$ cat src/rtl/exe_issue_ctrl.sv
// Issue/retire controller for the self-timed execute stage: clocked valid/ready in,
// two-phase req/done to the stage, clocked valid/ready result out.
module exe_issue_ctrl #(
   parameter int unsigned SYNC_STAGES = 2,
   parameter int unsigned TIMEOUT     = 255
) (
   input  logic        clk,
   input  logic        rst_n,
   input  logic        in_valid,
   output logic        in_ready,
   input  logic [31:0] in_instr,
   output logic        req,
   output logic [31:0] instruction,
   input  logic        done,
   input  logic [31:0] target_address,
   input  logic        qual_branch,
   input  logic        qual_regwrite,
   output logic        out_valid,
   input  logic        out_ready,
   output logic [31:0] out_target,
   output logic        out_branch,
   output logic        out_regwrite,
   output logic        busy,
   output logic        timeout
);

   typedef enum logic [1:0] {StIdle, StArm, StWait, StHold} state_e;

   localparam logic [15:0] TimeoutVal = 16'(TIMEOUT);

   state_e                 state_q, state_d;
   logic [SYNC_STAGES-1:0] sync_q;
   logic [SYNC_STAGES-1:0] warm_q;
   logic                   req_q, req_d;
   logic [31:0]            instr_q, instr_d;
   logic [15:0]            cnt_q, cnt_d;
   logic                   timeout_q, timeout_d;
   logic [31:0]            tgt_q, tgt_d;
   logic                   br_q, br_d;
   logic                   rw_q, rw_d;
   logic                   done_s;
   logic                   phase_ok;

   assign done_s   = sync_q[SYNC_STAGES-1];
   assign phase_ok = (done_s == req_q);

   // warm_q fills with ones after reset so a stale synchronizer value is never
   // mistaken for phase agreement and used to issue a token.
   always_ff @(posedge clk or negedge rst_n) begin
      if (!rst_n) begin
         state_q   <= StIdle;
         sync_q    <= '0;
         warm_q    <= '0;
         req_q     <= 1'b0;
         instr_q   <= '0;
         cnt_q     <= '0;
         timeout_q <= 1'b0;
         tgt_q     <= '0;
         br_q      <= 1'b0;
         rw_q      <= 1'b0;
      end else begin
         state_q   <= state_d;
         sync_q    <= {sync_q[SYNC_STAGES-2:0], done};
         warm_q    <= {warm_q[SYNC_STAGES-2:0], 1'b1};
         req_q     <= req_d;
         instr_q   <= instr_d;
         cnt_q     <= cnt_d;
         timeout_q <= timeout_d;
         tgt_q     <= tgt_d;
         br_q      <= br_d;
         rw_q      <= rw_d;
      end
   end

   always_comb begin
      state_d   = state_q;
      req_d     = req_q;
      instr_d   = instr_q;
      cnt_d     = cnt_q;
      timeout_d = timeout_q;
      tgt_d     = tgt_q;
      br_d      = br_q;
      rw_d      = rw_q;
      in_ready  = 1'b0;
      unique case (state_q)
         StIdle: begin
            in_ready = warm_q[SYNC_STAGES-1] && phase_ok;
            if (in_valid && in_ready) begin
               instr_d = in_instr;
               state_d = StArm;
            end
         end
         StArm: begin
            req_d   = ~req_q;
            cnt_d   = '0;
            state_d = StWait;
         end
         StWait: begin
            if (phase_ok) begin
               tgt_d   = target_address;
               br_d    = qual_branch;
               rw_d    = qual_regwrite;
               state_d = StHold;
            end else begin
               // Saturate so a long-stuck stage cannot wrap the counter.
               if (cnt_q != TimeoutVal) cnt_d = cnt_q + 16'd1;
               if (cnt_q + 16'd1 == TimeoutVal) timeout_d = 1'b1;
            end
         end
         StHold: begin
            if (out_ready) state_d = StIdle;
         end
         default: state_d = StIdle;
      endcase
   end

   assign req          = req_q;
   assign instruction  = instr_q;
   assign out_valid    = (state_q == StHold);
   assign out_target   = tgt_q;
   assign out_branch   = br_q;
   assign out_regwrite = rw_q;
   assign busy         = (state_q != StIdle);
   assign timeout      = timeout_q;

endmodule

$ cat config.mk
export PLATFORM = sky130hd
export DESIGN_NAME = exe_issue_ctrl
export DESIGN_NICKNAME = d
export VERILOG_FILES = /design/src/rtl/exe_issue_ctrl.sv
export SDC_FILE = /design/constraint.sdc
export NUM_CORES = 1
export LEC_CHECK = 0
export BUFFER_PORTS_ARGS = -buffer_cell sky130_fd_sc_hd__buf_2
export CAP_MARGIN = 20
export CORE_MARGIN = 3
export CORE_UTILIZATION = 49
export DETAILED_ROUTE_END_ITERATION = 7
export GPL_ROUTABILITY_DRIVEN = 0
export HOLD_SLACK_MARGIN = 0.15
export PLACE_DENSITY = 0.76
export SYNTH_ARGS = -nofsm -noshare
export SYNTH_HDL_FRONTEND = slang
export SYNTH_SLANG_ARGS = --single-unit
$ cat constraint.sdc
create_clock -name clk -period 2.6 [get_ports clk]
set_clock_uncertainty 0.15 [all_clocks]
set_input_delay 0 -clock clk [delete_from_list [all_inputs] [get_ports clk]]
set_output_delay 0 -clock clk [all_outputs]
set_load 0.1 [all_outputs]
==> run_results.csv <==
group,metric,value,unit
timing,hold_viol_final,0,
timing,setup_viol,0,
grt,grt_pass1_wl,17010,microns
drt,drc,0,
worst_setup_path,worst_path_max_delay_cell,"dlygate4sd3_1",
grt,overflow,0,
placed_design,io_buffers,141,
layout,antenna_cells,0,
drt,num_vias,3191,
clock_network,cts-root-buf,"clkbuf_8",
synth,async_flop_share,1.000,
floorplanning,core-area,7767,sq um
worst_setup_path,cp.arrival,2.57,ns
timing,fin_crit,2.470,ns
synth,ys_seq_area_frac,0.5718,
timing,rsz0062_at_grt,"no",
drt,viasPerCell,5.138,
worst_setup_path,crit_type,"flip-flop to flip-flop",
worst_setup_path,crit_path_max_incr_delay,0.63,ns
job,drv_cap,0,
synth,yosysTopAreaCell,"dfrtp_1",
timing,final.period_utilization,0.9500,
worst_setup_path,cp-end-kind,"flip-flop",
floorplanning,die_area,9150,sq um
worst_setup_path,crit_path_end,"state_q[1]",
clock_network,cts_tree,"built",
synth,syn_area,3939,sq um
synth,ys_top_cells_by_count,"90 x dfrtp_1, 69 x mux2_2, 13 x nand2_1",
floorplanning,die_w,95.66,microns
placed_design,dp_hpwl,6456,microns
worst_setup_path,worstSetupStartpoint,"req",
clock_network,clkTransAtPathRegs,0.09,ns
worst_setup_path,reg2reg_depth,7,
grt,grt_pass1_vias,3518,
worst_hold_path,hold_path_class,"flip-flop to flip-flop",
synth,synth_area_per_cell,13.35,sq um
floorplanning,rows,32,
floorplanning,ios,142,
synth,yosysUniqueCellTypes,45,
clock_network,numCtsBuffers,9,
clock_network,clkLatencyLatePin,0.37,ns
worst_setup_path,start_kind,"flip-flop",
drt,postRouteAntennaNets,0,
clock_network,cts_setup_buffers,0,
worst_setup_path,cp_max_fo,6,
worst_setup_path,rr_endpoint,"state_q[1]",
worst_setup_path,crit_chain,"xnor2_2, nand2b_1, buf_4, o21ai_0, a21oi_1, dlygate4sd3_1, mux2_2",
worst_setup_path,crit_required,2.70,ns
floorplanning,die_h,95.66,microns
synth,synth_edf_count,0,
layout,area_growth_syn_to_layout,46.95,%
worst_setup_path,regToRegSetupSlack,0.13,ns
timing,setup_tns,0,ns
synth,ys.flop_type,"dfrtp_1",
timing,worstMarginPinSlew,0.8577,ns
drt,wl_per_cell,17.45,microns
synth,synth_area_leaders,"dfrtp_1 57%, mux2_2 20%, mux2i_1 2.5%",
grt,antenna_found_initial,0,
timing,slew_violations,0,
worst_setup_path,r2r_start,"req",
drt,drt_iter0_markers,145,
grt,grt_max_degree,47,
clock_network,clockBufferDepth,2,
layout,drive_above_1_share,0.4759,
timing,slew_headroom,0.4282,
synth,synth_fp_nets,372,
synth,ys_ff_latch,90,
clock_network,clock-sinks,90,
grt,grtUsageTotal,0.2458,
layout,nNetsFinal,592,
drt,first_pass_iters,4,
synth,synthCells,295,
clock_network,htree_levels,3,
synth,synth_top_area_share,0.5718,
floorplanning,start_util,0.5071,
outcome,status,"finished, final reports clean",
synth,yosysMostFrequentCell,"dfrtp_1",
timing,fmax,404.8,MHz
drt,routed_wl,10840,microns
synth,ys_warn_count,0,
-- worst min-delay path by stage --
stage,start,endpoint,slack (ns),cells after the start
final,warm_q[0],warm_q[1],0.21,0
after global routing,sync_q[0],sync_q[1],0.23,0
after CTS,warm_q[0],warm_q[1],0.21,0
after detailed placement,rst_n,cnt_q[12],-0.09,1
after global placement,rst_n,cnt_q[12],-0.09,1
after floorplan,rst_n,cnt_q[0],-0.45,0
-- per-stage QoR --
step                utilization  hold WS, ns  setup slack [ns]  instances  area (sq um)
floorplan                     -      -0.4456            0.1811        295          3941
global placement         0.6142     -0.09107            0.3393        533          4771
detailed placement       0.6142     -0.09168            0.2795        533          4771
CTS                      0.7442       0.2100            0.1243        621          5781
global route             0.7452       0.2308          0.004241        621          5788
finish                   0.7452       0.2122            0.1299        621          5788
-- repair_timing --
action / CTS / global route
resized for setup: 0 / 1
hold endpoints to repair: 159 / 0
hold buffers: 73 / 0
endpoints found under the setup margin: 0 / 1
-- cells in the final DEF (no fill, tap or decap), types with 6 or more instances in the layout --
master	instances
buf_2	140
dfrtp_1	89
dlygate4sd3_1	72
mux2_2	69
nand2_1	13
nand3_1	10
mux2i_1	10
inv_1	9
clkbuf_8	9
buf_4	9
nor3_1	8
nor2_1	6
a21oi_1	6
ha_1	6
-- cells by family (layout without fill, tap and decap cells) --
kind of cell | count (synthesis) | count (layout) | share of synthesized area
flip-flops | 90 | 90 | 0.5718
AND/OR/NAND/NOR | 59 | 59 | 0.08958
multiplexers | 80 | 80 | 0.2265
adder cells (fa/ha/maj) | 6 | 6 | 0.01906
AO/OA/AOI/OAI | 30 | 30 | 0.05115
other | 1 | 1 | 0.0009521
XOR/XNOR | 7 | 7 | 0.01557
buffers and inverters | 22 | 246 | 0.02541
-- critical path: cells and delay by family, from the launching register on --
| family | cells | cell delay [ns] |
|---|---|---|
| and+or+nand+nor | 1 | 0.20 |
| muxes | 1 | 0.35 |
| DFF | 1 | 0.45 |
| buffers and inverters | 2 | 0.79 |
| xor gates and xnor gates | 1 | 0.23 |
| AOI/OAI and AO/OA | 2 | 0.21 |
-- flip-flops by register name, indices dropped and copies added (netlist names) --
signal,flops
cnt_q,16
instruction,32
out_branch,1
out_regwrite,1
out_target,32
req,1
state_q,2
sync_q,2
timeout,1
warm_q,2
-- metal layers --
metal | wire (microns) | up-vias | track usage | share of wire
li1 | - | 1495 | - | -
met1 | 4084 | 1577 | 0.2802 | 0.38
met2 | 5906 | 99 | 0.4372 | 0.54
met3 | 644 | 20 | 0.07340 | 0.059
met4 | 202 | 0 | 0.08294 | 0.019
met5 | 0 | - | 0 | 0
-- final cells by class --
class | count | area (sq um)
Sequential cell | 90 | 2253
Fill cell | 495 | 1979
Multi-Input combinational cell | 183 | 1595
Timing Repair Buffer | 222 | 1516
Clock inverter | 6 | 137.6
Tap cell | 102 | 127.6
Clock buffer | 9 | 123.9
Inverter | 9 | 33.78
Power is left out: the tool's default activity adds up to more than one toggle a clock period on the data nets, which glitch-free logic cannot reach.
